===== config.mk =====
export PLATFORM = sky130hd
export DESIGN_NAME = stopwatch_ctrl
export DESIGN_NICKNAME = d
export VERILOG_FILES = /design/src/rtl/stopwatch_ctrl.sv
export SDC_FILE = /design/constraint.sdc
export NUM_CORES = 1
export LEC_CHECK = 0
export ABC_AREA = 1
export BUFFER_PORTS_ARGS = -buffer_cell sky130_fd_sc_hd__buf_2
export CAP_MARGIN = 40
export CORE_MARGIN = 1.5
export CORE_UTILIZATION = 35
export DETAILED_ROUTE_END_ITERATION = 7
export GPL_TIMING_DRIVEN = 0
export SETUP_SLACK_MARGIN = 0.15
export SKIP_CTS_REPAIR_TIMING = 1
export SKIP_LAST_GASP = 1
export SLEW_MARGIN = 20
export SYNTH_ARGS = -nofsm -noshare
export SYNTH_HDL_FRONTEND = slang
export SYNTH_SLANG_ARGS = --single-unit

===== constraint.sdc =====
create_clock -name clk -period 1.3 [get_ports clk]
set_input_delay 0 -clock clk [delete_from_list [all_inputs] [get_ports clk]]
set_output_delay 0 -clock clk [all_outputs]
set_load 0.01 [all_outputs]

===== src/rtl/stopwatch_ctrl.sv =====
// stopwatch_ctrl: run/split/stop control FSM with lap counter and split-view freeze.
// Optional split hold timeout is enabled by defining STOPWATCH_SPLIT_TIMEOUT_EN.
module stopwatch_ctrl #(
    parameter int SPLIT_HOLD_MS = 3000
) (
    input  logic        clk,
    input  logic        rst,
    input  logic        tick_ms,
    input  logic        start_p,
    input  logic        stop_p,
    input  logic        split_p,
    input  logic [31:0] time_in,
    output logic        cnt_en,
    output logic        cnt_clr,
    output logic [31:0] disp_time,
    output logic        frozen,
    output logic [3:0]  lap_cnt,
    output logic [1:0]  state
);
    typedef enum logic [1:0] {IDLE = 2'b00, RUNNING = 2'b01, SPLIT = 2'b10, STOPPED = 2'b11} state_t;
    state_t      r_state;
    state_t      w_next;
    logic        r_cnt_en;
    logic        r_cnt_clr;
    logic [3:0]  r_lap;
    logic [31:0] r_split;
    logic        w_latch;
    logic        w_clr;
    logic        w_expire;
`ifdef STOPWATCH_SPLIT_TIMEOUT_EN
    localparam logic [15:0] HOLD_LAST = 16'(SPLIT_HOLD_MS - 1);
    logic [15:0] r_timer;
    always_ff @(posedge clk) begin
        if (rst)
            r_timer <= 16'd0;
        else if (w_latch)
            r_timer <= 16'd0;
        else if (r_state == SPLIT && tick_ms)
            r_timer <= r_timer + 16'd1;
    end
    assign w_expire = (r_state == SPLIT) && tick_ms && (r_timer == HOLD_LAST);
`else
    logic w_unused;
    assign w_unused = tick_ms | (SPLIT_HOLD_MS == 0);
    assign w_expire = 1'b0;
`endif
    // stop outranks split outranks start; events not valid in a state are dropped
    always_comb begin
        w_next  = r_state;
        w_latch = 1'b0;
        w_clr   = 1'b0;
        case (r_state)
            IDLE:    if (start_p) w_next = RUNNING;
            RUNNING: if (stop_p) w_next = STOPPED;
                     else if (split_p) begin
                         w_next  = SPLIT;
                         w_latch = 1'b1;
                     end
            SPLIT:   if (stop_p) w_next = STOPPED;
                     else if (split_p || w_expire) w_next = RUNNING;
            STOPPED: if (split_p) begin
                         w_next = IDLE;
                         w_clr  = 1'b1;
                     end
                     else if (start_p) w_next = RUNNING;
        endcase
    end
    always_ff @(posedge clk) begin
        if (rst) begin
            r_state   <= IDLE;
            r_cnt_en  <= 1'b0;
            r_cnt_clr <= 1'b0;
            r_lap     <= 4'd0;
            r_split   <= 32'd0;
        end else begin
            r_state   <= w_next;
            r_cnt_en  <= (w_next == RUNNING) || (w_next == SPLIT);
            r_cnt_clr <= w_clr;
            if (w_latch) begin
                r_split <= time_in;
                r_lap   <= (r_lap == 4'd9) ? 4'd0 : r_lap + 4'd1;
            end else if (w_clr)
                r_lap <= 4'd0;
        end
    end
    assign cnt_en    = r_cnt_en;
    assign cnt_clr   = r_cnt_clr;
    assign lap_cnt   = r_lap;
    assign state     = r_state;
    assign frozen    = (r_state == SPLIT);
    assign disp_time = (r_state == SPLIT && !rst) ? r_split : time_in;
endmodule


---- Yosys cells after proc, flatten, opt, wreduce, memory -nomap -nowiden ----
Index checks and enable logic that the tools add are counted.
Widths: inputs -> output; s select.
storage, ports and cells
  register bits ........................... 40
  input port bits ......................... 38
  output and inout port bits .............. 41
  logic and storage cells ................. 32
operators by class
  add/sub/neg operators ................... 1
  equality and inequality tests ........... 6
  muxes and demuxes ....................... 15
  reductions and logical operators ........ 5
operator list
  operator             count
  $mux 32              1
  $mux 2               6
  $mux 4               3
  $pmux 2 s4           1
  $eq 2x2->1 const B   3
  $add 4x1->4 const B  1
  $eq 2x1->1 const B   2
  $eq 4x4->1 const B   1
  $mux 1               4
  $logic_not 2->1      1
  $reduce_bool 2->1    1
  $logic_and 1x1->1    1
  $logic_not 1->1      1
  $logic_or 1x1->1     1

---- Depth between registers and ports, before layout ----
Gate-level depths: netlist of run 1.
  word-level depth ........................ 5
  gate-level depth with buffers ........... 8
  mapped depth without buffers ............ 8

---- Least setup slack after synthesis of run 1 ----
No wires, ideal clock.
  path type ............................... reg-to-output
  start point ............................. register r_state[1], in the netlist state[1]
  end point ............................... output port disp_time[10]
  data arrival time ....................... 1.242 ns
  data required time ...................... 1.300 ns
  path slack .............................. 0.058 ns
  cell stages (with the launch flop) ...... 6
  buffers on the path ..................... 1
  path through ............................ dfxtp_1 -> inv_2 -> nor2_4 -> nand2_2 -> buf_6 -> mux2_4
on the way
  word-level cells in the longest chain between the ends .. 3
ends and longest elaborated chain
  item                    line  RTL
  start, declared         21    state_t r_state;
  start signal, assigned  76    r_state <= w_next;
  $eq 2x2->1              n/a
  net frozen              16    output logic frozen,
  $logic_and 1x1->1       91    assign disp_time = (r_state == SPLIT && !rst) ? r_split : time_in;
  $mux 32                 91
  end, declared           15    output logic [31:0] disp_time,
The timed path passes the listed nets, and every way through them passes these cells.

---- Final worst setup path of run 1 ----
  start point ............................. register r_state[1], in the netlist state[1]
  end point ............................... output port disp_time[19]
on the way
  word-level cells in the longest chain between the ends .. 3
ends and longest elaborated chain
  item               line
  $eq 2x2->1         91
  $logic_and 1x1->1  91
  $mux 32            91
Every way passes these cells.

==> summary.md, run 1 <==
| Metric | Value |
|---|---|
| Synth Area in XOR/XNOR | less than 1% |
| Top cells by area, synth | dfxtp_1, mux2_4, nor2_1, o21ai_0, nand2_1 |
| Share of layout cells above drive strength 1 | around 45% |
| Placed cells | between 300 and 400 |
| First-pass GRT wire length | between 7 and 8 mm |
| Leakage | approximately 1.6 nW |
| Die height | between 70 and 80 um |
| Post-DRT Antenna Nets | 0 |
| Setup Skew | ~0.0036 ns |
| Vias | 1,982 |
| Worst-Margin Slew | around 0.53 ns |
| Syn_nets | roughly 280 |
| Synth Register Bits | 40 |
| Worst-path clk slew | around 0.07 ns |
| Non-Filler Instances | between 400 and 500 |
| Critical path endpoint category | output pin |
| Area Growth Syn to Fin | 57.1% |
| Routed vias/inst | 4.55 |
| Cell count after synthesis | 239 |
| Synth area leader | dfxtp_1 |
| Max Slew Vio Count | 0 |
| Power density over the cells | 912 mW/mm^2 |
| Final hold slack | -0.0553 ns |
| Crit-path max FO | 10 |
| Core area | 0.00554 sq mm |
| H-Tree Depth | 2 |
| Commonest non-fill, non-tap cells in the layout | buf_2, nor2_1, dfxtp_1, mux2_4, dlygate4sd3_1 |
| Max_cap viols | 0 |
| FMAX | between 0.6 and 0.7 GHz |
| Clk sinks | 40 |
| Relative slew slack | between 60% and 70% |
| Setup WS pre-CTS | -0.0974 ns |
| Final WL | roughly 5.3 mm |
| CTS max path bufs | 2 |
| Register area share after synthesis | between 30 and 40% |
| Worst-path cell chain | inv_4 > nor2_4 > nand2_4 > buf_8 > mux2_4 > buf_2 |
| WL/cell | between 10 and 15 um |
| Worst EP required | 1.30 ns |
| RSZ-0062 raised after global routing | yes |
| Buffers & Inverters on Critical Path | 3 |
| Synth cell types | 22 |
| CP max-delay cell | dfxtp_4 |
| Top Ports | just under 80 |
| Largest net degree at the start of global routing | 12 |
| Root buffer cell | clkbuf_8 |
| Routability cong. | ~0.8 |
| Worst setup SP type | flip-flop |
| DR pass1 iterations | 4 |
| Critical Path Max Stage Delay | approximately 0.38 ns |
| Final nets | between 400 and 500 |
| Post-synthesis compound-gate area fraction | under 10% |
| Min Clock Period, post-route | roughly 1.6 ns |
| Num CTS Buffers | 5 |
| Vias in the first global route | approximately 1,700 |
| Die W | around 79 um |
| Initial DRC Count | 48 |
| Yosys top cell area share | slightly below 40% |
| Setup WS post-layout | -0.267 ns |
| Period utilization | 121% |
| Fin. Hold Viols | 7 |
| Initial antenna violation count | 0 |
| Most common cell after layout, fill and taps aside | buf_2 |
| I/O Buffers | 77 |
| Largest family of logic cells by synthesized area | multiplexers |
| DP HPWL | ~3.4 mm |
| CTS tree | built |
| Final setup violation count | 32 |
| Post-synthesis simple-gate area fraction | roughly 20% |
| Failing checks | hold timing, setup timing |
| Synth warnings | 0 |
| Die area | approximately 0.0063 sq mm |
| Status | finished with violations |
| Hold WC Path Type | primary input to flip-flop |
| Setup TNS | -8.13 ns |
| Clk_lat worst skew | 0.29 ns |
| Cell family with most CP delay | flip-flops |
| CP arrival | roughly 1.6 ns |
| Netlist Area Pre-Place | 0.00203 sq mm |
| DRC viols | 0 |
| # rows | 27 |
| Synth Area in Adders | under 10% |
| Pwr Total | around 0.0029 W |
| Critical path type | flip-flop to output pin |
| Max VDD drop | about 630 uV |
| Ant. Diodes | 0 |
| Starting density of the core | a little over a third |
| Mux contribution to synthesized area | 23.3% |
| GRT overflow | 0 |
| GRT Total Usage | between 15 and 20% |
| Syn Area/Cell | roughly 8.5 sq um |
## area by class of cell
class / count / area (sq um)
tap: 72 / 90.1
sequential: 40 / 812
clock buffer: 8 / 90.1
inverter: 13 / 51.3
timing repair buffer: 117 / 807
fill: 519 / 2360
multi-input combinational: 174 / 1190
buffer: 12 / 141
## flip-flops by register name, summed over array words and instances (netlist names)
name,count
cnt_clr,1
cnt_en,1
lap_cnt,4
r_split,32
state,2
## stage by stage
stage | util, % | cell area, sq um
after detailed placement | 45.5 | 2520
after CTS | 47.1 | 2610
after global placement | 45.5 | 2520
final | 57.4 | 3180
after global routing | 57.4 | 3180
after floorplan | - | 2040
## cells by family (layout without fill, tap and decap cells)
| group | Yosys count | in the layout |
|---|---|---|
| XOR/XNOR | 2 | 2 |
| flip-flops | 40 | 40 |
| adder cells (fa/ha/maj) | 2 | 2 |
| AND/OR/NAND/NOR | 102 | 102 |
| buffers and inverters | 25 | 150 |
| AO/OA/AOI/OAI | 36 | 36 |
| multiplexers | 32 | 32 |
## cells in the mapped netlist (all sizes together)
library cell / n
xor2: 2
nor2: 73
mux2: 32
ha: 2
inv: 13
buf: 6
nand4: 1
dfxtp: 40
clkbuf: 6
nor3: 1
nand3: 5
o21ai: 33
nor3b: 1
nand2: 21
a21oi: 3
## report_power, final
group	switching, W	internal [W]
sequential	0.0000480	0.00129
clock	0.000409	0.000433
combinational	0.000320	0.000401
total	0.000777	0.00213
## path summary, 6_finish.rpt
path	slack (ns)	startpoint	endpoint	cells after the start
worst max register to register	0.03	state[1]	r_split[10]	8
worst max-delay path	-0.27	state[1]	disp_time[19]	6
worst min register to register	0.49	lap_cnt[3]	lap_cnt[3]	2
worst min-delay path	-0.06	rst	lap_cnt[1]	2
## per-layer routing
| layer | GRT usage, % | vias to the layer above | wire length (um) |
|---|---|---|---|
| met5 | 0 | - | 0 |
| met4 | 4.21 | 0 | 46 |
| met3 | 4.60 | 5 | 261 |
| met2 | 25.7 | 50 | 2570 |
| met1 | 19.7 | 904 | 2470 |
| li1 | - | 1023 | - |
Power figures use the tool's default switching activity.
==> inputs of run 2 (changes only) <==
- CTS_BUF_LIST: not set -> sky130_fd_sc_hd__clkbuf_16
==> summary.md, run 2 (synthesized netlist as in run 1, its figures left out) <==
| Metric | Value |
|---|---|
| Final hold slack | -0.0366 ns (+0.0187 ns) |
| Cell family with most CP delay | flip-flops |
| Routability cong. | 0.784 (unchanged) |
| Reg2reg end | r_split[10] |
| Routed vias/inst | 4.57 (+0.49%) |
| Initial DRC Count | 49 (+2.1%) |
| Power density over the cells | 995 mW/mm^2 (+9.0%) |
| Final setup violation count | 32 (unchanged) |
| Core area | 0.00554 sq mm (unchanged) |
| Relative slew slack | 67.1% (+2.4 points) |
| Max_cap viols | 0 (unchanged) |
| R2R depth | 8 (unchanged) |
| Die height | 79.1 um (unchanged) |
| Setup WS pre-CTS | -0.0974 ns (unchanged) |
| Largest Register | r_split |
| Worst-path cell chain | inv_4 > nor2_4 > nand2_4 > buf_8 > mux2_4 > buf_2 |
| H-Tree Depth | 2 (unchanged) |
| GRT Total Usage | 15.8% (+0.19 points) |
| Top Ports | 79 (unchanged) |
| Min Clock Period, post-route | 1.54 ns (-0.0242 ns) |
| CTS tree | built |
| Initial antenna violation count | 0 (unchanged) |
| DP HPWL | 3.41 mm (unchanged) |
| Clk sinks | 40 (unchanged) |
| Worst EP required | 1.30 ns (about the same) |
| WL/cell | 12.3 um (+0.71%) |
| Buffers & Inverters on Critical Path | 3 (unchanged) |
| Largest net degree at the start of global routing | 12 (unchanged) |
| Worst-Margin Slew | 0.494 ns (-0.0359 ns) |
| Vias in the first global route | 1,708 (+0.41%) |
| First-pass GRT wire length | 7.82 mm (+0.44%) |
| Reg2reg start | state[1] |
| CP arrival | 1.54 ns (-0.03 ns) |
| Final WL | 5.35 mm (about the same) |
| Hold WC Path Type | primary input to flip-flop |
| Die W | 79.1 um (unchanged) |
| Setup WS post-layout | -0.243 ns (+0.0242 ns) |
| Largest register FFs | 32 (unchanged) |
| Starting density of the core | 36.6% (unchanged) |
| Vias | 1,978 (-0.20%) |
| Post-DRT Antenna Nets | 0 (unchanged) |
| Setup crit start | state[1] |
| GRT overflow | 0 (unchanged) |
| CTS max path bufs | 2 (unchanged) |
| I/O Buffers | 77 (unchanged) |
| Crit. path cell count | 6 (unchanged) |
| Most common cell after layout, fill and taps aside | buf_2 |
| Critical Path Sink | disp_time[19] |
| Crit-path max FO | 10 (unchanged) |
| Setup Skew | 0.00314 ns (-0.000408 ns) |
| # rows | 27 (unchanged) |
| Critical path endpoint category | output pin |
| Max VDD drop | 530 uV (-16%) |
| Failing checks | hold timing, setup timing |
| Root buffer cell | clkbuf_16 |
| Share of layout cells above drive strength 1 | 43.2% (-1.3 points) |
| Leakage | 1.64 nW (+0.70%) |
| Worst-path clk slew | 0.05 ns (-0.02 ns) |
| Clk_lat worst skew | 0.27 ns (-0.02 ns) |
| Worst setup SP type | flip-flop |
| FMAX | 0.648 GHz (+1.6%) |
| DR pass1 iterations | 4 (unchanged) |
| Num CTS Buffers | 5 (unchanged) |
| Status | finished with violations |
| Area Growth Syn to Fin | 58.1% |
| Critical Path Max Stage Delay | 0.37 ns (about the same) |
| Max Slew Vio Count | 0 (unchanged) |
| Placed cells | 388 (unchanged) |
| Fin. Hold Viols | 7 (unchanged) |
| WHS Path Cells | 2 (unchanged) |
| CP max-delay cell | dfxtp_4 |
| Critical path type | flip-flop to output pin |
| Period utilization | 119% (-1.9 points) |
| Setup TNS | -7.33 ns (+0.800 ns) |
| Final nets | 400 (-0.74%) |
| Die area | 0.00625 sq mm (unchanged) |
| Commonest non-fill, non-tap cells in the layout | buf_2, nor2_1, dfxtp_1, mux2_4, dlygate4sd3_1 |
| Ant. Diodes | 0 (unchanged) |
| FF-to-FF setup slack | 0.02 ns (about the same) |
| Non-Filler Instances | 433 (-0.69%) |
| Pwr Total | 0.00318 W (+9.7%) |
| DRC viols | 0 (unchanged) |
| RSZ-0062 raised after global routing | yes |
==> run 2: cell count changes in the layout (fill, tap and decap cells not counted), moves of 4 or more <==
cell / before / now
clkbuf_8: 6 / 0
buf_8: 3 / 7
clkbuf_16: 1 / 6
buf_6: 11 / 5
==> run 2: cell type report <==
class	instances	area [sq um]
Inverter	13	51.3
Clock buffer	5	125
Fill cell	510	2340
Sequential cell	40	810
Multi-Input combinational cell	174	1180
Buffer	12	145
Tap cell	72	90.1
Timing Repair Buffer	114	793
Clock inverter	3	11.3
==> run 2: worst min-delay path by stage <==
stage,start,to,slack [ns]
6_report,rst,lap_cnt[1],-0.04
4_1_cts,time_in[24],r_split[24],-0.04
3_5_place_dp,time_in[23],r_split[23],0.25
3_3_place_gp,time_in[4],r_split[4],0.24
5_1_grt,rst,lap_cnt[2],-0.03
2_1_floorplan,rst,lap_cnt[1],0.06
==> run 2: through the flow <==
| stage | utilization (%) | hold slack (ns) | instance area [sq um] |
|---|---|---|---|
| finish | 57.8 | -0.0366 | 3200 |
| global route | 57.8 | -0.0338 | 3200 |
| CTS | 47.9 | -0.0374 | 2660 |
| detailed placement | 45.5 | 0.248 | 2520 |
| global placement | 45.5 | 0.237 | 2520 |
| floorplan | - | 0.0617 | 2040 |
==> run 2: where the power goes <==
part           switching (W)  internal, W
Sequential         0.0000467      0.00130
Combinational       0.000318     0.000401
Clock               0.000434     0.000689
Total               0.000798      0.00239
==> run 2: metal layers <==
metal,track usage (%),up-vias,wire (um)
li1,-,1021,-
met1,19.6,900,2440
met2,25.8,50,2610
met3,4.94,7,237
met4,5.26,0,66
met5,0,-,0
==> run 2: worst register-to-register path: cells and delay by family (launching register included) <==
family | cells | cell delay (ns)
flip-flops | 1 | 0.36
AO/OA/AOI/OAI | 1 | 0.07
AND/OR/NAND/NOR | 3 | 0.33
buffers and inverters | 4 | 0.46
